[config.mk]
export PLATFORM = sky130hd
export DESIGN_NAME = btn_seq_ctrl
export DESIGN_NICKNAME = d
export VERILOG_FILES = /design/src/rtl/btn_seq_ctrl_pkg.sv /design/src/rtl/btn_seq_ctrl_tick_gen.sv /design/src/rtl/btn_seq_ctrl.sv
export SDC_FILE = /design/constraint.sdc
export NUM_CORES = 1
export LEC_CHECK = 0
export CORE_ASPECT_RATIO = 0.9
export CORE_MARGIN = 10
export CORE_UTILIZATION = 30
export DETAILED_ROUTE_END_ITERATION = 8
export HOLD_SLACK_MARGIN = 0.12
export RECOVER_POWER = 100
export SYNTH_ARGS = -nofsm -noshare
export SYNTH_HDL_FRONTEND = slang
export SYNTH_SLANG_ARGS = --single-unit
[constraint.sdc]
create_clock -name CLK -period 3 [get_ports CLK]
set_input_delay 0.9 -clock CLK [delete_from_list [all_inputs] [get_ports CLK]]
set_output_delay 0.9 -clock CLK [all_outputs]
set_load 0.05 [all_outputs]
[src/rtl/btn_seq_ctrl_pkg.sv]
// Shared types and constants for the three-button sequencer.
package btn_seq_pkg;

  typedef enum logic [1:0] {
    IDLE = 2'd0,
    EDIT = 2'd1,
    RUN  = 2'd2
  } state_e;

  localparam int B_SEL = 0;
  localparam int B_UP  = 1;
  localparam int B_RUN = 2;
  localparam int BCD_W = 4;

  function automatic logic [BCD_W-1:0] bcd_digit_inc(input logic [BCD_W-1:0] d);
    return (d == 4'd9) ? 4'd0 : d + 4'd1;
  endfunction

endpackage

[src/rtl/btn_seq_ctrl_tick_gen.sv]
// Free-running divider: one-cycle TICK every DIV cycles, CLR restarts the period.
module tick_gen #(
  parameter int DIV = 2
) (
  input  logic CLK,
  input  logic nRST,
  input  logic CLR,
  output logic TICK
);

  localparam int W = (DIV > 1) ? $clog2(DIV) : 1;
  localparam logic [W-1:0] LAST = W'(DIV - 1);

  logic [W-1:0] cnt_q;

  always_ff @(posedge CLK or negedge nRST) begin
    if (!nRST) begin
      cnt_q <= '0;
    end else if (CLR || (cnt_q == LAST)) begin
      cnt_q <= '0;
    end else begin
      cnt_q <= cnt_q + W'(1);
    end
  end

  assign TICK = (cnt_q == LAST);

endmodule

[src/rtl/btn_seq_ctrl.sv]
// Button-driven 4-digit BCD sequencer: hold, digit edit with blinking cursor, free count.
module btn_seq_ctrl #(
  parameter int CLK_HZ   = 50_000_000,
  parameter int TICK_HZ  = 10,
  parameter int BLINK_HZ = 2
) (
  input  logic        CLK,
  input  logic        nRST,
  input  logic [2:0]  BIN,
  output logic [15:0] VALUE,
  output logic [3:0]  BLANK,
  output logic [1:0]  EDIT_DIG,
  output logic        RUNNING
);
  import btn_seq_pkg::*;

  localparam int TP = CLK_HZ / TICK_HZ;
  localparam int HP = CLK_HZ / (2 * BLINK_HZ);

  state_e      state_q, state_d;
  logic [15:0] value_d;
  logic [1:0]  dig_d;
  logic [3:0]  blank_d;
  logic        phase_q, phase_d;
  logic        do_run, do_sel, do_up;
  logic        tclr, bclr, ttick, btick;

  function automatic logic [15:0] bcd_inc(input logic [15:0] v);
    logic [15:0] r;
    logic        carry;
    r     = v;
    carry = 1'b1;
    for (int i = 0; i < 4; i++) begin
      if (carry) begin
        carry = (v[i*BCD_W +: BCD_W] == 4'd9);
        r[i*BCD_W +: BCD_W] = bcd_digit_inc(v[i*BCD_W +: BCD_W]);
      end
    end
    return r;
  endfunction

  // RUN outranks SEL outranks UP; losers in the same cycle are dropped.
  assign do_run = BIN[B_RUN];
  assign do_sel = BIN[B_SEL] && !do_run;
  assign do_up  = BIN[B_UP] && !do_run && !do_sel;

  tick_gen #(.DIV(TP)) u_count_tick (
    .CLK  (CLK),
    .nRST (nRST),
    .CLR  (tclr),
    .TICK (ttick)
  );

  tick_gen #(.DIV(HP)) u_blink_tick (
    .CLK  (CLK),
    .nRST (nRST),
    .CLR  (bclr),
    .TICK (btick)
  );

  always_comb begin
    state_d = state_q;
    value_d = VALUE;
    dig_d   = EDIT_DIG;
    case (state_q)
      IDLE: begin
        if (do_run) begin
          state_d = RUN;
        end else if (do_sel) begin
          state_d = EDIT;
          dig_d   = 2'd0;
        end else if (do_up) begin
          value_d = '0;
        end
      end
      EDIT: begin
        if (do_run) begin
          state_d = RUN;
          dig_d   = 2'd0;
        end else if (do_sel) begin
          if (EDIT_DIG == 2'd3) begin
            state_d = IDLE;
            dig_d   = 2'd0;
          end else begin
            dig_d = EDIT_DIG + 2'd1;
          end
        end else if (do_up) begin
          value_d[{EDIT_DIG, 2'b00} +: BCD_W] = bcd_digit_inc(VALUE[{EDIT_DIG, 2'b00} +: BCD_W]);
        end
      end
      RUN: begin
        if (do_run) begin
          state_d = IDLE;
        end else if (ttick) begin
          value_d = bcd_inc(VALUE);
        end
      end
      default: begin
        state_d = IDLE;
        dig_d   = 2'd0;
      end
    endcase

    // Dividers sit at zero unless their mode is active and continuing.
    tclr    = (state_q != RUN) || (state_d != RUN);
    bclr    = (state_q != EDIT) || (state_d != EDIT) || do_sel;
    phase_d = bclr ? 1'b0 : (btick ? ~phase_q : phase_q);
    blank_d = ((state_d == EDIT) && phase_d) ? (4'b0001 << dig_d) : 4'b0000;
  end

  always_ff @(posedge CLK or negedge nRST) begin
    if (!nRST) begin
      state_q  <= IDLE;
      VALUE    <= '0;
      BLANK    <= '0;
      EDIT_DIG <= '0;
      RUNNING  <= 1'b0;
      phase_q  <= 1'b0;
    end else begin
      state_q  <= state_d;
      VALUE    <= value_d;
      BLANK    <= blank_d;
      EDIT_DIG <= dig_d;
      RUNNING  <= (state_d == RUN);
      phase_q  <= phase_d;
    end
  end

endmodule

; After elaboration in Yosys (flattened, before gate mapping)
; Cells that the tools add are included.
[totals]
regBits = 73
inputBits = 5
[op_classes]
n_addsub = 9
n_eq_ne = 27
shifts = 4
muxes = 47
n_bitwise = 1
n_reduce_logical = 17
[op_table]
columns = op, n
row1 = 2-to-1 mux 16 bit, 8
row2 = one-hot mux 16 bit (3 select lines), 1
row3 = 2-to-1 mux 4 bit, 9
row4 = AND reduction 10 bit, 3
row5 = inequality test 2 bit (second input constant), 13
row6 = adder 24 x 1 -> 24 bit (second input constant), 1
row7 = equality test 24 bit (second input constant), 1
row8 = 2-to-1 mux 24 bit, 1
row9 = adder 23 x 1 -> 23 bit (second input constant), 1
row10 = equality test 23 bit (second input constant), 1
row11 = 2-to-1 mux 23 bit, 1
row12 = 2-to-1 mux 2 bit, 11
row13 = adder 4 x 1 -> 4 bit (second input constant), 5
row14 = equality test 4 bit (second input constant), 5
row15 = bitwise mux 16 bit, 1
row16 = variable shift 4 x 6 -> 16 bit (first input constant), 1
row17 = indexed part select 16 x 5 -> 4 bit, 1
row18 = indexed part select 4 x 6 -> 16 bit, 1
row19 = 2-to-1 mux 1 bit, 13
row20 = one-hot mux 2 bit (3 select lines), 2
row21 = AND reduction 9 bit, 1
row22 = equality test 2 bit (second input constant), 3
row23 = negator 4 -> 6 bit, 1
row24 = logical OR 1 bit, 5
row25 = other kinds (9), 15

; Longest topological paths before layout
[depth]
depth_word = 16
ltp_mapped = 9
depth_no_buf = 8

; Modules after synthesis
; From an unflattened synthesis, not the netlist that was laid out.
[hier_totals]
hier_cells = 508
area_unflattened_um2 = 4679.5
[by_module_without_submodules]
columns = module, n_inst, cells_per_inst, area_each_um2, seq_area_each_um2
row1 = btn_seq_ctrl, 1, 245, 2212.1, 650.6
row2 = tick_gen (u_blink_tick), 1, 137, 1308.8, 600.6
row3 = tick_gen (u_count_tick), 1, 126, 1158.6, 575.6

; Least setup slack after synthesis
; Ideal clock, no wire load.
[synth_timing]
kind = reg-to-reg
start = register EDIT_DIG[0]
end = register VALUE[15]
setup_time_ns = 0.132
arrival_time_ns = 2.393
slack_ns = 0.474
path_stages_with_launch = 10
path_buffers = 1
period_less_slack_ns = 2.526
cell_sequence = dfrtp_1 -> buf_2 -> mux4_2 -> inv_1 -> ha_1 -> inv_1 -> o21ai_0 -> mux2i_1 -> a221oi_1 -> o31ai_1
[synth_via]
elab_chain_len = 9
[synth_rtl]
columns = element, line_no
row1 = start: declaration, btn_seq_ctrl.sv:12  ; output logic [1:0] EDIT_DIG,
row2 = start signal: assignment, btn_seq_ctrl.sv:123  ; EDIT_DIG <= dig_d;
row3 = indexed part select 16 x 5 -> 4 bit, btn_seq_ctrl.sv:88  ; value_d[{EDIT_DIG, 2'b00} +: BCD_W] = bcd_digit_inc(VALUE[{EDIT_DIG, 2'b00} +: BCD_W]);
row4 = adder 4 x 1 -> 4 bit or equality test 4 bit (tied branches), btn_seq_ctrl_pkg.sv:16  ; return (d == 4'd9) ? 4'd0 : d + 4'd1;
row5 = 2-to-1 mux 4 bit, btn_seq_ctrl_pkg.sv:16
row6 = indexed part select 4 x 6 -> 16 bit, btn_seq_ctrl.sv:88
row7 = bitwise mux 16 bit (*), btn_seq_ctrl.sv:88
row8 = 2-to-1 mux 16 bit (*), btn_seq_ctrl.sv:87  ; end else if (do_up) begin
row9 = 2-to-1 mux 16 bit (*), btn_seq_ctrl.sv:80  ; end else if (do_sel) begin
row10 = 2-to-1 mux 16 bit (*), btn_seq_ctrl.sv:77  ; if (do_run) begin
row11 = one-hot mux 16 bit (3 select lines) (*), btn_seq_ctrl.sv:65  ; case (state_q)
row12 = end signal: assignment, btn_seq_ctrl.sv:121  ; VALUE <= value_d;
row13 = end: declaration, btn_seq_ctrl.sv:10  ; output logic [15:0] VALUE,
; Every way passes the cells marked *; elsewhere a longest branch is shown, timed or not. The select of a mux whose other input is x is not followed.
; A chain may end at the register's enable or synchronous reset.

; Final worst setup path
[layout_timing]
start = input port BIN[2]
end = register u_blink_tick.cnt_q[8]
[layout_via]
elab_chain_len = 10
[layout_rtl]
columns = element, line_no
row1 = start: declaration, btn_seq_ctrl.sv:9  ; input logic [2:0] BIN,
row2 = logical NOT 1 bit, btn_seq_ctrl.sv:44  ; assign do_sel = BIN[B_SEL] && !do_run;
row3 = logical AND 1 bit, btn_seq_ctrl.sv:44
row4 = 2-to-1 mux 2 bit (on tied branches), "btn_seq_ctrl.sv:80, btn_seq_ctrl.sv:69"
row5 = 2-to-1 mux 2 bit (on tied branches), "btn_seq_ctrl.sv:77, btn_seq_ctrl.sv:67"
row6 = one-hot mux 2 bit (3 select lines), btn_seq_ctrl.sv:65
row7 = inequality test 2 x 1 -> 1 bit, btn_seq_ctrl.sv:106  ; bclr = (state_q != EDIT) || (state_d != EDIT) || do_sel;
row8 = logical OR 1 bit, btn_seq_ctrl.sv:106
row9 = logical OR 1 bit (*), btn_seq_ctrl.sv:106
row10 = logical OR 1 bit (*), btn_seq_ctrl_tick_gen.sv:19  ; end else if (CLR || (cnt_q == LAST)) begin
row11 = 2-to-1 mux 24 bit (*), btn_seq_ctrl_tick_gen.sv:19
row12 = end signal: assignment, btn_seq_ctrl_tick_gen.sv:22  ; cnt_q <= cnt_q + W'(1);
row13 = end: declaration, btn_seq_ctrl_tick_gen.sv:14  ; logic [W-1:0] cnt_q;
; Every way passes the cells marked *; elsewhere a longest branch is shown, timed or not.

==> impl_results.md <==
* Gr ovfl total at 0
* Final Skew at 0.00977 ns
* Worst setup startpoint: BIN[2]
* Synth Flop Type: dfrtp_1
* Buffers on Ports at 27
* Failing checks: capacitance limit, slew limit
* Mapped Nets at 486
* Slew Limit Fails at 74
* CP max stage delay at 0.60 ns
* Leakage at 2.15 nW
* Postcts setup bufs at 0
* Max VDD drop at 0.289 mV
* CTS tree: built
* GRT met3 Usage at 0.0244
* Met1 usage at 0.141
* Crit-path max FO at 15
* Placed instance area at 4980 um2
* Worst Path Required at 3.25 ns
* Nets at 520
* Share of layout cells above drive strength 1 at 0.0723
* Ys Warns at 0
* Cell count after synthesis at 459
* Total clock sinks at 73
* Core area at 14200 um2
* PD cells at approximately 700 nW/um2
* Tmin final at 2.78 ns
* Worst rel slew slack at -0.201
* Mapped Area at 4410 um2
* Io pins at 28
* First-pass DRT Iterations at 5
* Post-cts resize count at 0
* Synth async-reset ratio at 1.00
* Number of synthesized flops with an enable pin at 0
* WL final at 10600 um
* Final ANT Viol Nets at 0
* N_diodes at 0
* Crit path kind: input port to flop
* Slowest cell on crit path: dlygate4sd3_1
* Slew of the pin with the lowest slew margin at 1.80 ns
* Part of the cycle the worst path needs at 0.927
* Final HPWL DP at 7450 um
* Num CTS Buffers at 9
* Flop and latch count out of synthesis at 73
* Vias in the first global route at 3624
* Worst path cell trace: dlygate4sd3_1, nand2b_1, a221oi_2, o22a_1, or4b_4, buf_12, nor3_1
* Max Cap Violations at 1
* Initial Util at 0.310
* RePlAce Congestion at ~0.84
* GRT met2 Usage at 0.170
* Worst r2r src: EDIT_DIG[0]$_DFF_PN0_
* Yosys cell types at 53
* Hold/Removal Path Class: flop to flop
* RSZ-0062 raised after global routing: no
* CP startpoint kind: input port
* Post-place setup slack at -0.0310 ns
* Status: complete, but fails checks
* Cell area after layout at 5250 um2
* Antenna violations before repair at 0
* Cell Rows at 41
* Gr busiest metal: met2
* Clock Latency Late Sink at between 0.3 and 0.4 ns
* Synth-to-Final Area Change at 19.1%
* Clock slew at reported path FFs at 0.06 ns
* First-pass GRT wire length at 18100 um
* Final setup TNS at 0 ns
* Register area share after synthesis at 0.414
* Hold Buf Count CTS at 0
* Die width at roughly 150 um
* Largest net degree at the start of global routing at 74
* Mean number of vias per cell at 5.23
* CP Capture Type: flop
* DRC Markers at 0
* Wirelength per Cell at around 15 um
* Final hold violation count at 0
* Die height at ~140 um
* H-tree depth at 3
* DRT iter0 DRCs at 276
* Via count at 3614
* Top achievable clock speed at ~360 MHz
* Arrival @ worst endpoint at 3.03 ns
* Final setup margin at about 0.22 ns
* Hold Startpoint: u_count_tick.cnt_q[0]$_DFF_PN0_
* Root Driver: clkbuf_16
* Mean Syn Cell Area at 9.61 um2
* Clk buf depth at 2
* Die area at approximately 20000 um2
* GRT Resource Usage Total at 0.110
* Final setup violation count at 0
==> state kept, by name, summed over array words and instances (netlist names) <==
signal	count
EDIT_DIG	2
RUNNING	1
phase_q	1
BLANK	4
u_blink_tick.cnt_q	24
VALUE	16
u_count_tick.cnt_q	23
state_q	2
==> placed cells by master (no fill, tap or decap), types with 11 or more instances in the layout <==
cell type | Yosys | final
a22o_1 | 14 | 14
dfrtp_1 | 73 | 73
dlygate4sd3_1 | 0 | 25
ha_1 | 22 | 22
inv_1 | 22 | 22
nand2_1 | 38 | 38
nand3_1 | 27 | 27
nand4_1 | 12 | 12
nor2_1 | 21 | 21
nor3_1 | 52 | 52
nor4_1 | 11 | 11
xnor2_1 | 23 | 23
xor2_1 | 23 | 23
==> power by group <==
group	internal, mW	switching [mW]
registers	1.06	0.121
logic	0.466	0.928
clock network	0.653	0.457
==> routing by layer <==
layer | part of all wire | up-vias
met4 | 0.019 | 0
met1 | 0.48 | 1750
met2 | 0.46 | 90
met3 | 0.046 | 18
met5 | 0 | -
li1 | - | 1756
==> path summary, 6_finish.rpt <==
path / slack [ns] / end / depth (start not counted)
worst max-delay path: 0.22 / u_blink_tick.cnt_q[8]$_DFF_PN0_ / 7
worst min-delay path: 0.50 / u_count_tick.cnt_q[0]$_DFF_PN0_ / 1
worst max register to register: 0.40 / u_blink_tick.cnt_q[8]$_DFF_PN0_ / 8
worst min register to register: 0.50 / u_count_tick.cnt_q[0]$_DFF_PN0_ / 1
max in group asynchronous: 0.78 / VALUE[3]$_DFFE_PN0P_ / 2
min in group asynchronous: 1.15 / u_count_tick.cnt_q[2]$_DFF_PN0_ / 2
==> logic make-up (layout without fill, tap and decap cells) <==
logic type | after synthesis | after routing | share of synthesized area
and+or+nand+nor | 212 | 212 | 0.266
DFF | 73 | 73 | 0.414
AOI/OAI and AO/OA | 62 | 62 | 0.104
xor gates and xnor gates | 46 | 46 | 0.0913
buffers and inverters | 38 | 77 | 0.0366
adders and majority gates | 22 | 22 | 0.0624
muxes | 6 | 6 | 0.0250
==> cells in the mapped netlist (3+ instances only) <==
cell type	instances	share of area
a21oi_1	6	0.0068
a22o_1	14	0.028
a31oi_1	4	0.0057
and3_1	6	0.0085
and4_1	9	0.018
buf_2	3	0.0034
clkbuf_1	11	0.0094
dfrtp_1	73	0.41
ha_1	22	0.062
inv_1	22	0.019
mux4_2	4	0.020
nand2_1	38	0.032
nand2b_1	4	0.0057
nand3_1	27	0.031
nand3b_1	4	0.0068
nand4_1	12	0.017
nor2_1	21	0.018
nor2b_1	8	0.011
nor3_1	52	0.059
nor3b_1	4	0.0068
nor4_1	11	0.016
nor4b_1	3	0.0060
o21ai_0	9	0.010
o221ai_1	7	0.014
o22ai_1	4	0.0057
o31ai_1	3	0.0051
xnor2_1	23	0.046
xor2_1	23	0.046
==> through the flow <==
stage / power, mW / hold WS [ns] / instances / util
finish: 3.68 / 0.498 / 691 / 0.370
global route: 3.90 / 0.539 / 691 / 0.370
floorplan: 2.13 / 0.459 / 459 / -
CTS: 3.74 / 0.495 / 691 / 0.372
detailed placement: 2.61 / 0.487 / 675 / 0.351
global placement: 2.59 / 0.480 / 675 / 0.351
==> area by class of cell <==
| class | instances | area [um2] |
|---|---|---|
| clock buffer | 9 | 225 |
| clock inverter | 7 | 78.8 |
| fill | 1393 | 8960 |
| inverter | 22 | 82.6 |
| multi-input combinational | 348 | 2420 |
| sequential | 73 | 1830 |
| tap | 193 | 241 |
| timing repair buffer | 39 | 382 |
==> worst max-delay path: cells and delay by family <==
kind	cells	cell delay [ns]
simple gates	3	0.93
compound gates	2	0.42
buf+inv	2	0.78
Power figures use the tool's default switching activity.
